$ cat src/rtl/mem_arbiter_rv32_pkg.sv
// Shared encodings for the RV32 data-memory arbiter: FSM states, requester IDs
// and read/write polarity (matches the cache iRW convention).
package mem_arbiter_rv32_pkg;

  typedef enum logic [1:0] {
    IDLE  = 2'd0,
    ISSUE = 2'd1,
    WAIT  = 2'd2,
    RESP  = 2'd3
  } arb_state_e;

  localparam logic REQ_I = 1'b0;
  localparam logic REQ_D = 1'b1;

  localparam logic RD = 1'b1;
  localparam logic WR = 1'b0;

endpackage

$ cat src/rtl/arb_pick_rv32.sv
// Combinational winner select between fetch (I) and load/store (D) requests.
// RR_EN selects round-robin on last winner; otherwise D priority with starvation override.
module arb_pick_rv32
  import mem_arbiter_rv32_pkg::*;
#(
  parameter bit RR_EN = 1'b0
) (
  input  logic reqi_i,
  input  logic reqd_i,
  input  logic starve_hit_i,
  input  logic last_win_i,
  output logic grant_o,
  output logic grant_id_o
);

  always_comb begin
    grant_o    = reqi_i | reqd_i;
    grant_id_o = reqd_i ? REQ_D : REQ_I;
    if (reqi_i && reqd_i) begin
      if (RR_EN) begin
        grant_id_o = (last_win_i == REQ_I) ? REQ_D : REQ_I;
      end else begin
        grant_id_o = starve_hit_i ? REQ_I : REQ_D;
      end
    end
  end

endmodule

$ cat src/rtl/mem_arbiter_rv32.sv
// Serialises fetch and load/store accesses onto the single data-memory port.
// Define ARB_RR_EN for round-robin arbitration; default is D priority with a MAXWAIT starvation guard.
module mem_arbiter_rv32
  import mem_arbiter_rv32_pkg::*;
#(
  parameter int ADDR_W  = 32,
  parameter int LAT     = 1,
  parameter int MAXWAIT = 4
) (
  input  logic              iCLK,
  input  logic              iRSTn,
  input  logic              iReqI,
  input  logic [ADDR_W-1:0] iAddrI,
  output logic [31:0]       oRdataI,
  output logic              oValidI,
  output logic              oStallI,
  input  logic              iReqD,
  input  logic              iRWD,
  input  logic [ADDR_W-1:0] iAddrD,
  input  logic [31:0]       iWdataD,
  output logic [31:0]       oRdataD,
  output logic              oValidD,
  output logic              oStallD,
  output logic              oMEM,
  output logic              oRW,
  output logic [ADDR_W-1:0] oMEMADDR,
  output logic [31:0]       oMEMWDATA,
  input  logic [31:0]       iMEMRDATA
);

  localparam logic [1:0] LAT_M1 = 2'(LAT - 1);

  arb_state_e        state_q, state_d;
  logic              win_q, win_d;
  logic              rw_q, rw_d;
  logic [ADDR_W-1:0] addr_q, addr_d;
  logic [31:0]       wdata_q, wdata_d;
  logic [31:0]       rdata_i_q, rdata_i_d;
  logic [31:0]       rdata_d_q, rdata_d_d;
  logic [1:0]        cnt_q, cnt_d;
  logic              grant, grant_id, starve_hit, last_win;
  logic              arb_now;

  assign arb_now = (state_q == IDLE) && grant;

`ifdef ARB_RR_EN
  localparam bit RR_EN = 1'b1;
  logic last_q, last_d;

  always_ff @(posedge iCLK or negedge iRSTn) begin
    if (!iRSTn) last_q <= REQ_I;
    else        last_q <= last_d;
  end

  always_comb begin
    last_d = last_q;
    if (arb_now) last_d = grant_id;
  end

  assign last_win   = last_q;
  assign starve_hit = 1'b0;
`else
  localparam bit RR_EN = 1'b0;
  localparam int SW    = $clog2(MAXWAIT + 2);
  logic [SW-1:0] starve_q, starve_d;

  always_ff @(posedge iCLK or negedge iRSTn) begin
    if (!iRSTn) starve_q <= '0;
    else        starve_q <= starve_d;
  end

  // Only D grants that overtake a waiting fetch count toward forcing I through.
  always_comb begin
    starve_d = starve_q;
    if (arb_now) begin
      if (grant_id == REQ_I) starve_d = '0;
      else if (iReqI)        starve_d = starve_q + 1'b1;
    end
  end

  assign starve_hit = (starve_q == SW'(MAXWAIT));
  assign last_win   = REQ_I;
`endif

  arb_pick_rv32 #(.RR_EN(RR_EN)) u_pick (
    .reqi_i       (iReqI),
    .reqd_i       (iReqD),
    .starve_hit_i (starve_hit),
    .last_win_i   (last_win),
    .grant_o      (grant),
    .grant_id_o   (grant_id)
  );

  always_comb begin
    state_d   = state_q;
    win_d     = win_q;
    rw_d      = rw_q;
    addr_d    = addr_q;
    wdata_d   = wdata_q;
    cnt_d     = cnt_q;
    rdata_i_d = rdata_i_q;
    rdata_d_d = rdata_d_q;
    case (state_q)
      IDLE: begin
        if (grant) begin
          win_d   = grant_id;
          rw_d    = (grant_id == REQ_D) ? iRWD : RD;
          addr_d  = (grant_id == REQ_D) ? iAddrD : iAddrI;
          wdata_d = (grant_id == REQ_D) ? iWdataD : wdata_q;
          state_d = ISSUE;
        end
      end
      ISSUE: begin
        if (rw_q == WR) begin
          state_d = RESP;
        end else begin
          state_d = WAIT;
          cnt_d   = LAT_M1;
        end
      end
      WAIT: begin
        if (cnt_q == 2'd0) begin
          if (win_q == REQ_D) rdata_d_d = iMEMRDATA;
          else                rdata_i_d = iMEMRDATA;
          state_d = RESP;
        end else begin
          cnt_d = cnt_q - 2'd1;
        end
      end
      default: state_d = IDLE;
    endcase
  end

  always_ff @(posedge iCLK or negedge iRSTn) begin
    if (!iRSTn) begin
      state_q   <= IDLE;
      win_q     <= REQ_I;
      rw_q      <= RD;
      addr_q    <= '0;
      wdata_q   <= '0;
      cnt_q     <= '0;
      rdata_i_q <= '0;
      rdata_d_q <= '0;
    end else begin
      state_q   <= state_d;
      win_q     <= win_d;
      rw_q      <= rw_d;
      addr_q    <= addr_d;
      wdata_q   <= wdata_d;
      cnt_q     <= cnt_d;
      rdata_i_q <= rdata_i_d;
      rdata_d_q <= rdata_d_d;
    end
  end

  assign oMEM      = (state_q == ISSUE);
  assign oRW       = rw_q;
  assign oMEMADDR  = addr_q;
  assign oMEMWDATA = wdata_q;
  assign oRdataI   = rdata_i_q;
  assign oRdataD   = rdata_d_q;
  assign oValidI   = (state_q == RESP) && (win_q == REQ_I);
  assign oValidD   = (state_q == RESP) && (win_q == REQ_D);
  // Stall drops with reset so a frozen pipeline is released while the lost access is retried.
  assign oStallI   = iRSTn & iReqI & ~oValidI;
  assign oStallD   = iRSTn & iReqD & ~oValidD;

endmodule

$ cat config.mk
export PLATFORM = sky130hd
export DESIGN_NAME = mem_arbiter_rv32
export DESIGN_NICKNAME = d
export VERILOG_FILES = /design/src/rtl/mem_arbiter_rv32_pkg.sv /design/src/rtl/arb_pick_rv32.sv /design/src/rtl/mem_arbiter_rv32.sv
export SDC_FILE = /design/constraint.sdc
export NUM_CORES = 1
export LEC_CHECK = 0
export ABC_AREA = 1
export BUFFER_PORTS_ARGS = -buffer_cell sky130_fd_sc_hd__buf_2
export CAP_MARGIN = 20
export CORE_AREA = 2 2 115 139
export DETAILED_ROUTE_END_ITERATION = 8
export DIE_AREA = 0 0 117 141
export PLACE_DENSITY = 0.68
export SLEW_MARGIN = 20
export SYNTH_ARGS = -nofsm -noshare
export SYNTH_HDL_FRONTEND = slang
export SYNTH_SLANG_ARGS = --single-unit
$ cat constraint.sdc
create_clock -name iCLK -period 3.4 [get_ports iCLK]
set_clock_uncertainty 0.05 [all_clocks]
set_input_delay 0.17 -clock iCLK [delete_from_list [all_inputs] [get_ports iCLK]]
set_output_delay 0.17 -clock iCLK [all_outputs]
set_load 0.02 [all_outputs]
==> results of run 1 <==
[repair_timing]
action	4_1_cts	5_1_grt
hold buffers	81	0
resized for setup	0	0
endpoints found under the hold margin	157	0
[per-layer routing]
metal / vias to the layer above / routed length (um) / GRT usage (%)
li1: 2895 / - / -
met5: - / 0 / 0
met4: 0 / 482 / 8.11
met2: 189 / 8520 / 35.4
met3: 32 / 878 / 5.20
met1: 2636 / 6820 / 24.1
[worst reg2reg max path: stages, from the launching register on]
cell	delay, ns
dfrtp_1	0.40
inv_1	0.07
ha_1	0.17
nand3_2	0.31
buf_4	0.34
nand2_2	0.49
nand2_1	0.14
nand3_1	0.10
nand2_1	0.05
[synthesized netlist by cell type, drive strengths merged (2+ instances only)]
| master | number | area (um2) |
|---|---|---|
| a21oi | 2 | 10.0 |
| buf | 20 | 115 |
| clkbuf | 14 | 52.6 |
| dfrtp | 136 | 3400 |
| ha | 8 | 100 |
| inv | 117 | 439 |
| nand2 | 279 | 1050 |
| nand3 | 70 | 370 |
| nor2 | 8 | 37.5 |
| nor3 | 2 | 10.0 |
| o21ai | 72 | 360 |
[cells in the final DEF, fill, tap and decap left out, drive strengths merged]
master and n:
inv 122, dlygate4sd3 81, dfrtp 136, clkinv 4
nand2 279, bufinv 4, o21ai 72, nor3 2
clkinvlp 2, buf 274, nand4 1, nor2 8
dfstp 1, nand3 70, ha 8, clkbuf 17
a21oi 2
[stage by stage]
stage	hold slack, ns	util (%)
2_1_floorplan	-0.176	-
3_3_place_gp	0.0820	48.7
3_5_place_dp	0.0846	48.8
4_1_cts	0.00303	58.2
5_1_grt	0.0228	58.2
6_report	0.0147	58.2
[flip-flops by register name, summed over array words and instances, names as in the netlist]
register and cells:
oMEMADDR 32, oMEMWDATA 32, oRdataD 32, oRdataI 32, starve_q 3, cnt_q 2, state_q 2, oRW 1
win_q 1
[power breakdown]
group | internal [mW] | leakage, nW | switching (mW)
combinational | 1.18 | 3.17 | 2.38
sequential | 2.43 | 1.69 | 0.424
clock | 1.24 | 0.307 | 0.741
[layout make-up]
| class | count | area [um2] | area share (%) |
|---|---|---|---|
| inverters | 117 | 439 | 4.92 |
| multi-input cells | 442 | 1950 | 21.8 |
| flip-flops and latches | 137 | 3430 | 38.4 |
| clock buffers | 17 | 425 | 4.77 |
| well taps | 208 | 260 | 2.92 |
| repair buffers | 355 | 2210 | 24.8 |
| clock inverters | 15 | 213 | 2.38 |
[kinds of logic (layout without fill, tap and decap cells)]
family | after synthesis | in the layout | share of synthesized area (%)
adders and majority gates | 8 | 8 | 1.67
AOI/OAI and AO/OA | 74 | 74 | 6.19
and+or+nand+nor | 360 | 360 | 24.6
DFF | 137 | 137 | 57.3
buffers and inverters | 151 | 504 | 10.1
[worst paths after layout]
path,start,endpoint,slack [ns],cells after the start
setup / recovery,starve_q[0],oMEMADDR[20],1.19,8
hold / removal,iAddrI[19],oMEMADDR[19],0.01,5
setup reg to reg,starve_q[0],oMEMADDR[20],1.19,8
hold reg to reg,oMEMADDR[8],oMEMADDR[8],0.42,2
max in group asynchronous,iRSTn,oMEMADDR[6],2.03,3
min in group asynchronous,iRSTn,oRdataD[6],0.20,2
==> metrics, run 1 <==
Iteration-0 DRC Markers 328; worst-margin pin slew slightly below 0.7 ns; Setup CP Type reg2reg; post-synthesis async set-or-reset flop share 100%; Cell Pwr Density 942 nW/um2; MaxCap Viol Count 0; Critical Path RT between 3 and 4 ns; clk slew on worst S/H paths 0.06 ns; Crit path largest cell delay 0.49 ns; Syn Inst Count 730; clk sinks 137; Die Span Y 141 um; post-place instance area 7470 um2; fmax 453 MHz; CP max stage cell nand2_2; Yosys warnings 0; n_diodes 0; IO Count 267; clk_lat worst skew 0.41 ns; layout cells sized above 1 29.2%; remaining antenna violation count 0; Port Buf Inserts 266; Fillers 1377; number of synthesized flops with an enable pin 0; grt ovf 0; status complete, no violations; Netlist cell types 19; number of H-tree levels 4; worst hold path type in2reg; Routed Wire Length 16.7 mm; Final Net Count 1211; Post-CTS Setup Repair Bufs 0; die area 16500 um2; Seq/Total Area, Yosys 57.3%; Post-synth top flop dfrtp_1; Total Neg Setup Slack 0 ns; slew margin rel. 53.7%; Area Growth Syn to Fin 49.2%; via/cell ratio 4.46; Final Hold Viols 0; Pwr Total 8.40 mW; fin crit share 64.9%; Initial Utilization 39.0%; Lkg Pwr just over 5 nW; drt pass-1 iters 5; GP Congestion 0.782; die width 117 um; Max Fanout on Critical Path 34; Final Non-Filler Cells 1291; Root Buffer clkbuf_16; Worst Path Arrival 2.46 ns; worst vdd ir a little under 500 uV; RSZ-0062 raised after global routing no; vias 5752; pin count of the biggest net entering global routing 65; Setup WS pre-CTS 1.17 ns; syn avg cell area 8.19 um2; #FFs+latches synth 137; initial antenna violation count 0; # rows 50; CTS tree done; Top cell by count, worst path nand2_1; routed len/inst 12.9 um; placed insts ~1200; Netlist Area Pre-Place 5980 um2; CP Capture Type register; delay-heaviest family, CP simple AND/OR/NAND/NOR gates; cts bufs inserted 17; Bufs on Longest Clock Path 2; Worst setup SP type register; vias in the first global route between 5000 and 6000; Final WS setup 1.19 ns; syn nets 871; HPWL Detailed approximately 11 mm; first-pass GRT wire length roughly 27 mm; final slew viol count 0; Core Area 15300 um2; endpoints failing setup 0; final critical-path required period around 2.2 ns; Cell Chain, Critical Path inv_1 > ha_1 > nand3_2 > buf_4 > nand2_2 > nand2_1 > nand3_1 > nand2_1; CP bufs+invs 2; all-layer global routing usage 20.5%; design area 8920 um2; DRC Markers 0
No activity file was read; power rests on OpenSTA's default activity.
==> run 2: changes to the inputs <==
==> constraint.sdc (replaced) <==
create_clock -name iCLK -period 2.3 [get_ports iCLK]
set_clock_uncertainty 0.05 [all_clocks]
set_input_delay 0.115 -clock iCLK [delete_from_list [all_inputs] [get_ports iCLK]]
set_output_delay 0.115 -clock iCLK [all_outputs]
set_load 0.02 [all_outputs]
==> run 2 against run 1 <==
Compared with the run above: sequential power up 48%; critical path depth unchanged; first-iteration DRC count down 35%; cell count up 4.3%; total power up 49%; sequential share of layout area down 2.1 points; combinational power up 57%; worst hold slack better by 0.15 ns; flip-flop and latch count unchanged; count of clock-buffer cells in the layout unchanged; largest power group unchanged; highest routed layer unchanged.
==> metrics, run 2 (same netlist as run 1, synthesis figures left out) <==
Final Net Count 1266 (was 1211); Fillers 1304 (was 1377); endpoints failing setup 0 (unchanged); Port Buf Inserts 266 (unchanged); Hold Path End starve_q[1] (was oMEMADDR[19]); most frequent cells in the layout nand2_1, buf_2, dfrtp_1, dlygate4sd3_1, inv_1 (was nand2_1, buf_2, dfrtp_1, inv_1, dlygate4sd3_1); worst hold path type in2reg (unchanged); drt pass-1 iters 4 (was 5); CTS tree done (unchanged); all-layer global routing usage 21.7% (was 20.5%); Reg2Reg Launch Point starve_q[0] (unchanged); Final Non-Filler Cells 1347 (was 1291); die area 16500 um2 (unchanged); final slew viol count 0 (unchanged); status complete, no violations (unchanged); reg2reg setup slack 0.12 ns (was 1.19 ns); worst-margin pin slew 0.685 ns (was 0.695 ns); via/cell ratio 4.47 (was 4.46); Max Fanout on Critical Path 32 (was 34); IO Count 267 (unchanged); Lkg Pwr 5.37 nW (was 5.17 nW); commonest non-fill, non-tap cell in the layout nand2_1 (unchanged); vias 6016 (was 5752); Bufs on Longest Clock Path 2 (unchanged); post-place instance area 7530 um2 (was 7470 um2); Hold Path Cell Cnt 3 (was 5); Cell Chain, Critical Path inv_1 > ha_1 > nand3_2 > buf_4 > nand3_1 > nand3_1 > dlygate4sd3_1 > nand2_1 (was inv_1 > ha_1 > nand3_2 > buf_4 > nand2_2 > nand2_1 > nand3_1 > nand2_1); Routed Wire Length 17.8 mm (was 16.7 mm); Multi-input gate area 1950 um2 (about the same); grt ovf 0 (unchanged); CP Capture Type register (unchanged); Initial Utilization 39.0% (unchanged); Top cell by count, worst path nand3_1 (was nand2_1); HPWL Detailed 10.9 mm (was 10.8 mm); # rows 50 (unchanged); pin count of the biggest net entering global routing 85 (was 65); routed len/inst 13.2 um (was 12.9 um); FF-to-FF path depth 8 (unchanged); slew margin rel. 54.3% (was 53.7%); remaining antenna violation count 0 (unchanged); clk_lat worst skew 0.41 ns (about the same); number of H-tree levels 4 (unchanged); Setup CP Type reg2reg (unchanged); Seq. cell area 3430 um2 (unchanged); Crit path largest cell delay 0.55 ns (was 0.49 ns); clk sinks 137 (unchanged); die width 117 um (unchanged); final critical-path required period 2.18 ns (was 2.21 ns); Area Growth Syn to Fin 57.9% (was 49.2%); design area 9440 um2 (was 8920 um2); initial antenna violation count 1 (was 0); Core Area 15300 um2 (unchanged); first-pass GRT wire length 28.0 mm (was 26.9 mm); CP max stage cell dlygate4sd3_1 (was nand2_2); vias in the first global route 5986 (was 5735); cts bufs inserted 17 (unchanged); Final Hold Viols 0 (unchanged); Worst setup SP type register (unchanged); worst vdd ir 793 uV (was 496 uV); clk slew on worst S/H paths 0.06 ns (about the same); layout cells sized above 1 28.1% (was 29.2%); Iteration-0 DRC Markers 214 (was 328); Hold Crit Start iReqD (was iAddrI[19]); Worst Path Arrival 2.43 ns (was 2.46 ns); Cell Pwr Density 1320 nW/um2 (was 942 nW/um2); Reg-to-Reg End oMEMADDR[20] (unchanged); placed insts 1181 (was 1178); fin crit share 94.7% (was 64.9%); hold slack 0.167 ns (was 0.0147 ns); GP Congestion 0.759 (was 0.782); fmax 459 MHz (was 453 MHz); DRC Markers 0 (unchanged); Total Neg Setup Slack 0 ns (unchanged); Root Buffer clkbuf_16 (unchanged); MaxCap Viol Count 0 (unchanged); Die Span Y 141 um (unchanged); Critical Path RT 2.55 ns (was 3.66 ns); final core occ 61.6% (was 58.2%); RSZ-0062 raised after global routing no (unchanged)
-- run 2: area by class of cell --
class	instances	share of cell area, %
Sequential cell	137	36.3
Tap cell	208	2.76
Multi-Input combinational cell	442	20.6
Timing Repair Buffer	410	29.5
Clock inverter	15	1.63
Antenna cell	1	0.0265
Clock buffer	17	4.50
Inverter	117	4.65
-- run 2: layer usage --
layer / wire length (um) / vias up / global-route usage (%) / part of all wire (%)
met1: 7000 / 2731 / 24.8 / 39
met5: 0 / - / 0 / 0
met2: 9090 / 221 / 37.1 / 51
met3: 1040 / 53 / 5.67 / 5.8
met4: 682 / 0 / 10.8 / 3.8
li1: - / 3011 / - / -
-- run 2: worst max-delay path by stage --
| stage | startpoint | end | slack, ns | cells after the start |
|---|---|---|---|---|
| floorplan | state_q[0] | oMEMADDR[12] | 0.89 | 7 |
| global placement | state_q[0] | oRdataD[9] | 0.52 | 6 |
| detailed placement | state_q[0] | oRdataD[30] | 0.41 | 5 |
| CTS | state_q[0] | oMEMADDR[27] | 0.02 | 8 |
| global route | starve_q[0] | oMEMADDR[26] | 0.01 | 8 |
| finish | starve_q[0] | oMEMADDR[20] | 0.12 | 8 |
-- run 2: worst max-delay path, delay by kind of cell (launching register included) --
| kind | cells | cell delay (ns) |
|---|---|---|
| flip-flops | 1 | 0.39 |
| buffers and inverters | 3 | 0.96 |
| adder cells (fa/ha/maj) | 1 | 0.22 |
| AND/OR/NAND/NOR | 4 | 0.43 |
-- run 2: through the flow --
stage | setup slack, ns | total power [mW]
2_1_floorplan | 0.887 | 7.56
3_3_place_gp | 0.520 | 9.40
3_5_place_dp | 0.407 | 9.52
4_1_cts | 0.0160 | 12.5
5_1_grt | 0.0105 | 13.4
6_report | 0.122 | 12.5
-- run 2: timing repair --
item                                    CTS  global route
hold buffers                            131             0
endpoints found under the hold margin   267             0
resized for setup                         0             1
setup buffers                             0             2
endpoints found under the setup margin    0            15
-- run 2: report_power, final --
part           internal [mW]  switching [mW]  leakage [nW]  total [mW]
Clock                   1.53            1.15         0.282        2.68
Sequential              3.60           0.638          1.69        4.24
Combinational           1.98            3.61          3.40        5.59
